File: config.mk
export PLATFORM = sky130hd
export DESIGN_NAME = counter_sequencer
export DESIGN_NICKNAME = d
export VERILOG_FILES = /design/src/rtl/counter_sequencer_pkg.sv /design/src/rtl/counter_sequencer_rr_arbiter.sv /design/src/rtl/counter_sequencer.sv
export SDC_FILE = /design/constraint.sdc
export NUM_CORES = 1
export LEC_CHECK = 0
export ABC_AREA = 1
export CORE_MARGIN = 2
export CORE_UTILIZATION = 44
export CTS_CLUSTER_DIAMETER = 200
export DETAILED_ROUTE_END_ITERATION = 16
export GPL_TIMING_DRIVEN = 0
export HOLD_SLACK_MARGIN = 0.1
export PLACE_DENSITY = 0.84
export REMOVE_ABC_BUFFERS = 1
export SYNTH_ARGS = -nofsm -noshare
export SYNTH_HDL_FRONTEND = slang
export SYNTH_SLANG_ARGS = --single-unit
File: constraint.sdc
create_clock -name clock -period 1.45 [get_ports clock]
set_clock_uncertainty 0.15 [all_clocks]
set_input_delay 0.2175 -clock clock [delete_from_list [all_inputs] [get_ports clock]]
set_output_delay 0.2175 -clock clock [all_outputs]
set_load 0.1 [all_outputs]
File: src/rtl/counter_sequencer_pkg.sv
// Shared definitions for the counter sequencer: FSM encodings and a one-hot helper.
package counter_sequencer_pkg;

    localparam logic [1:0] ST_IDLE = 2'd0;
    localparam logic [1:0] ST_RUN  = 2'd1;
    localparam logic [1:0] ST_DONE = 2'd2;

    // Widest requester vector the helper can encode; callers cast down to NumReq.
    localparam int unsigned MaxReq = 32;

    function automatic logic [MaxReq-1:0] onehot(input int unsigned idx);
        logic [MaxReq-1:0] v;
        v = '0;
        v[idx[4:0]] = 1'b1;
        return v;
    endfunction

endpackage

File: src/rtl/counter_sequencer_rr_arbiter.sv
// Combinational round-robin arbiter: first set request at or above i_ptr, wrapping.
module rr_arbiter
    import counter_sequencer_pkg::*;
#(
    parameter int unsigned NumReq = 2,
    parameter int unsigned PtrW   = (NumReq > 1) ? $clog2(NumReq) : 1
) (
    input  logic [NumReq-1:0] i_req,
    input  logic [PtrW-1:0]   i_ptr,
    output logic [NumReq-1:0] o_grant,
    output logic [PtrW-1:0]   o_idx,
    output logic              o_valid
);

    logic [PtrW-1:0] w_cand;

    // Scan candidates in priority order starting at the pointer; keep the first hit.
    always_comb begin
        o_grant = '0;
        o_idx   = '0;
        o_valid = 1'b0;
        w_cand  = '0;
        for (int unsigned off = 0; off < NumReq; off++) begin
            w_cand = PtrW'((32'(i_ptr) + off) % NumReq);
            if (!o_valid && i_req[w_cand]) begin
                o_valid = 1'b1;
                o_idx   = w_cand;
                o_grant = NumReq'(onehot(32'(w_cand)));
            end
        end
    end

endmodule

File: src/rtl/counter_sequencer.sv
// Shares one up-counter among NumReq requesters; each run counts to the winner's limit.
module counter_sequencer
    import counter_sequencer_pkg::*;
#(
    parameter int unsigned Size   = 5,
    parameter int unsigned NumReq = 2
) (
    input  logic                   clock,
    input  logic                   reset,
    input  logic [NumReq-1:0]      req,
    input  logic [NumReq*Size-1:0] limit,
    input  logic                   abort,
    output logic [NumReq-1:0]      grant,
    output logic                   busy,
    output logic [Size-1:0]        count,
    output logic [NumReq-1:0]      done
);

    localparam int unsigned PtrW = (NumReq > 1) ? $clog2(NumReq) : 1;

    logic [1:0]        r_state;
    logic [NumReq-1:0] r_grant;
    logic [Size-1:0]   r_count;
    logic [Size-1:0]   r_lim;
    logic [PtrW-1:0]   r_ptr;
    logic [PtrW-1:0]   r_idx;

    logic [NumReq-1:0] w_arb_grant;
    logic [PtrW-1:0]   w_arb_idx;
    logic              w_arb_valid;
    logic [Size-1:0]   w_lim_sel;
    logic [Size-1:0]   w_count_inc;
    logic [PtrW-1:0]   w_ptr_next;
    logic              w_owner_req;

    rr_arbiter #(
        .NumReq (NumReq),
        .PtrW   (PtrW)
    ) u_arb (
        .i_req   (req),
        .i_ptr   (r_ptr),
        .o_grant (w_arb_grant),
        .o_idx   (w_arb_idx),
        .o_valid (w_arb_valid)
    );

    assign w_lim_sel   = limit[w_arb_idx*Size +: Size];
    assign w_count_inc = r_count + Size'(1);
    assign w_owner_req = |(req & r_grant);
    assign w_ptr_next  = (r_idx == PtrW'(NumReq - 1)) ? '0 : r_idx + PtrW'(1);

    // Outputs decode directly from registered state, so reset clears them immediately.
    assign grant = r_grant;
    assign busy  = (r_state != ST_IDLE);
    assign count = r_count;
    assign done  = (r_state == ST_DONE) ? r_grant : '0;

    // Sequencer FSM with arbitration, limit latch, counter and round-robin pointer.
    always_ff @(posedge clock or posedge reset) begin
        if (reset) begin
            r_state <= ST_IDLE;
            r_grant <= '0;
            r_count <= '0;
            r_lim   <= '0;
            r_ptr   <= '0;
            r_idx   <= '0;
        end else if (abort) begin
            // Cancel without moving the pointer, so the same requester may win again.
            r_state <= ST_IDLE;
            r_grant <= '0;
            r_count <= '0;
        end else begin
            case (r_state)
                ST_IDLE: begin
                    if (w_arb_valid) begin
                        r_grant <= w_arb_grant;
                        r_idx   <= w_arb_idx;
                        r_lim   <= w_lim_sel;
                        r_count <= '0;
                        r_state <= (w_lim_sel != '0) ? ST_RUN : ST_DONE;
                    end
                end
                ST_RUN: begin
                    if (!w_owner_req) begin
                        // Owner abandoned the run: no done pulse, but it loses its turn.
                        r_state <= ST_IDLE;
                        r_grant <= '0;
                        r_count <= '0;
                        r_ptr   <= w_ptr_next;
                    end else begin
                        r_count <= w_count_inc;
                        if (w_count_inc == r_lim) begin
                            r_state <= ST_DONE;
                        end
                    end
                end
                ST_DONE: begin
                    // Count keeps the final value until the next grant.
                    r_state <= ST_IDLE;
                    r_grant <= '0;
                    r_ptr   <= w_ptr_next;
                end
                default: begin
                    r_state <= ST_IDLE;
                    r_grant <= '0;
                end
            endcase
        end
    end

endmodule
==> qor.csv <==
stage,metric,value,unit
timing,max-slew-margin-rel,58.0,%
timing,final_hold_viol_count,0,
worst_setup_path,critical_path.startpoint,count[1],
layout,area_growth_syn_to_layout,45.3,%
layout,layout_common_cells,"sky130_fd_sc_hd__nand2_1 (45), sky130_fd_sc_hd__inv_1 (18), sky130_fd_sc_hd__dfrtp_1 (14)",
worst_setup_path,crit_path_end,r_state[0],
worst_setup_path,worst-path-max-fanout,3,
global_route,global_route.usage.total,19.7,%
pwr,total_power,0.00188,W
cts,hold_buffers,0,
worst_setup_path,worst_r2r_path_depth,10,
yosys,synth_area_per_cell,7.02,um^2
global_route,grt_first_pass_wirelength,4.13,mm
global_route,grt_antenna_before_repair,0,
worst_setup_path,timing.critical_path.arrival,1.63,ns
yosys,number_of_warnings_reported_in_the_yosys_synthesis_log,0,
drt,postRouteWirelength,2.50,mm
run_status,outcome,"complete, but fails checks",
cts,worst_skew_pair.late_latency,0.29,ns
placement,gp_congestion,0.888,
timing,min_period_over_period,110,%
placement,placedInstanceArea,0.00130,mm^2
timing,tightest_slew,0.630,ns
cts,cts-root-buf,sky130_fd_sc_hd__clkbuf_4,
run_status,violations,setup timing,
cts,clock_path_buffers,2,
layout,utilization,67.8,%
die,die-area,0.00275,mm^2
worst_setup_path,cp_data_required_time,1.49,ns
yosys,post_synth_num_cell_types,25,
worst_setup_path,critical_path.reg2reg.endpoint,r_state[0],
placement,dp_slack,-0.734,ns
die,design.portCount,25,
die,floorplan.initialDensity,46.7,%
cts,htreeDepth,1,
pwr,pwr_density_cell,1250,mW/mm^2
job,max_cap_violations,0,
worst_setup_path,end_kind,register,
die,fp-row-count,17,
cts,cts.reportedPaths.clkPinSlew,0.09,ns
global_route,grt_start_max_net_pins,17,
cts,cts.sink_count,16,
worst_setup_path,slowest_delay,0.42,ns
worst_setup_path,setup.reg_to_reg.worst_slack,-0.14,ns
layout,final_net_count,201,
drt,drc_violations,0,
yosys,synthesis.instances,147,
pwr,ir_worst_vdd,0.00105,V
drt,route.detailed.vias_per_inst,5.01,
worst_hold_path,hold_path.class,primary input to asynchronous set/reset pin,
worst_setup_path,critical_path.cell_chain,ha_4 -> nand2_1 -> o21ai_2 -> nand2_1 -> nand2_1 -> nand2_1 -> nand3_1 -> nand2_1 -> nand2_1 -> nand2_1,
yosys,synth_area,0.00103,mm^2
timing,setup-violations-final,10,
timing,finalMaxSlewViolations,0,
timing,finalCriticalPeriod,1.59,ns
timing,timing.final.ws_setup,-0.144,ns
drt,route.antenna.remaining_nets,0,
drt,drtIter0Drc,17,
timing,maxClockFrequency,627,MHz
die,die_w,52.4,um
yosys,yosysSeqAreaShare,38.8,%
global_route,via_count_of_the_first_global_routing_pass,1030,
global_route,overflow,0,
yosys,ys_seq_elements,16,
placement,post-dp-hpwl,1.79,mm
timing,rsz0062_at_grt,yes,
cts,cts-buffers-inserted,3,
pwr,leakage,0.750,nW
layout,num_antenna_cells,0,
layout,final_layout_size_suffix_gt1_share,30.6,%
layout,design_area,0.00150,mm^2
drt,avgRoutedWirePerCell,11.8,um
cts,tritoncts,built,
die,die_y,52.4,um
layout,mostFrequentLayoutCell,sky130_fd_sc_hd__nand2_1,
worst_setup_path,cp-start-kind,register,
placement,portBuffers,24,
worst_setup_path,setup.worst_path.class,register to register,
worst_setup_path,worst_r2r_startpoint,count[1],
worst_setup_path,critical-path-top-cell-by-count,sky130_fd_sc_hd__nand2_1,
die,core-area,0.00221,mm^2
drt,detail_route.first_pass.iterations,4,
worst_setup_path,slowest_stage,sky130_fd_sc_hd__dfrtp_1,
drt,via_count,1057,
[synthesized netlist by cell type]
library cell	n	area, um^2
sky130_fd_sc_hd__nand2_2	1	6.26
sky130_fd_sc_hd__ha_1	1	12.5
sky130_fd_sc_hd__dfrtp_1	16	400
sky130_fd_sc_hd__nand3b_1	2	15.0
sky130_fd_sc_hd__nand2_1	47	176
sky130_fd_sc_hd__nand3_2	1	10.0
sky130_fd_sc_hd__mux2i_1	1	10.0
sky130_fd_sc_hd__o22ai_1	3	18.8
sky130_fd_sc_hd__nand2_4	1	11.3
sky130_fd_sc_hd__o21ai_1	1	5.00
sky130_fd_sc_hd__o32ai_1	1	8.76
sky130_fd_sc_hd__o21ai_0	8	40.0
sky130_fd_sc_hd__xor2_1	1	8.76
sky130_fd_sc_hd__a21oi_1	1	5.00
sky130_fd_sc_hd__o22ai_2	1	12.5
sky130_fd_sc_hd__nand3_1	7	35.0
sky130_fd_sc_hd__a21oi_2	1	8.76
sky130_fd_sc_hd__inv_1	22	82.6
sky130_fd_sc_hd__inv_2	8	30.0
sky130_fd_sc_hd__nor2_4	3	33.8
sky130_fd_sc_hd__buf_2	1	5.00
sky130_fd_sc_hd__xnor2_1	1	8.76
sky130_fd_sc_hd__nor2_1	13	48.8
sky130_fd_sc_hd__o21ai_2	3	26.3
sky130_fd_sc_hd__nand4_1	2	12.5
[per-layer routing]
layer  GRT usage (%)  vias to the layer above  share of wire, %
met4            8.97                        0               1.8
met2            35.4                       30                54
li1                -                      529                 -
met1            23.8                      493                40
met3            1.14                        5               4.1
met5               0                        -                 0
[flip-flops by register name, indices dropped and copies added, names as in the netlist]
| name | count |
|---|---|
| r_idx | 1 |
| r_lim | 5 |
| count | 5 |
| r_ptr | 1 |
| grant | 2 |
| r_state | 2 |
[repair_timing]
item                       in CTS  in global routing
setup buffers                   5                  5
gates resized for setup        79                 15
pin swaps                       1                  7
setup endpoints to repair      22                 22
[how the worst min path moves through the flow]
stage          cells after the start         end   from
4_1_cts                            2  r_state[0]  reset
5_1_grt                            2    count[3]  reset
3_5_place_dp                       1       r_ptr  r_idx
2_1_floorplan                      1    count[0]  reset
6_report                           2  r_state[0]  reset
3_3_place_gp                       1       r_ptr  r_idx
[worst max-delay path, delay by kind of cell, from the launching register on]
kind            cells  cell delay, ns
compound gates      1            0.15
fa+ha+maj           1            0.16
flops               1            0.42
simple gates        8            0.62
[layout make-up]
type / count / area, um^2
fill: 195 / 712
tap: 28 / 35.0
multi-input combinational: 100 / 584
clock buffer: 3 / 22.5
sequential: 16 / 403
inverter: 30 / 113
timing repair buffer: 34 / 343
[power breakdown]
| group | internal [W] | leakage (nW) | switching (W) |
|---|---|---|---|
| logic | 0.000380 | 0.532 | 0.000593 |
| clock network | 0.0000968 | 0.0138 | 0.000143 |
| registers | 0.000564 | 0.204 | 0.000101 |
[kinds of logic after synthesis]
family	Yosys count	synth area share [%]
AOI/OAI and AO/OA	19	12.1
xor gates and xnor gates	2	1.70
adders and majority gates	1	1.21
buffers and inverters	31	11.4
DFF	16	38.8
muxes	1	0.970
and+or+nand+nor	77	33.8
[per-stage QoR]
stage	hold slack (ns)	std cells	TNS, ns
2_1_floorplan	-0.0188	146	-11.50
3_3_place_gp	0.281	198	-9.39
3_5_place_dp	0.285	198	-10.24
4_1_cts	0.160	206	-0.522
5_1_grt	0.206	211	-1.90
6_report	0.145	211	-0.681
Power figures use the tool's default switching activity.
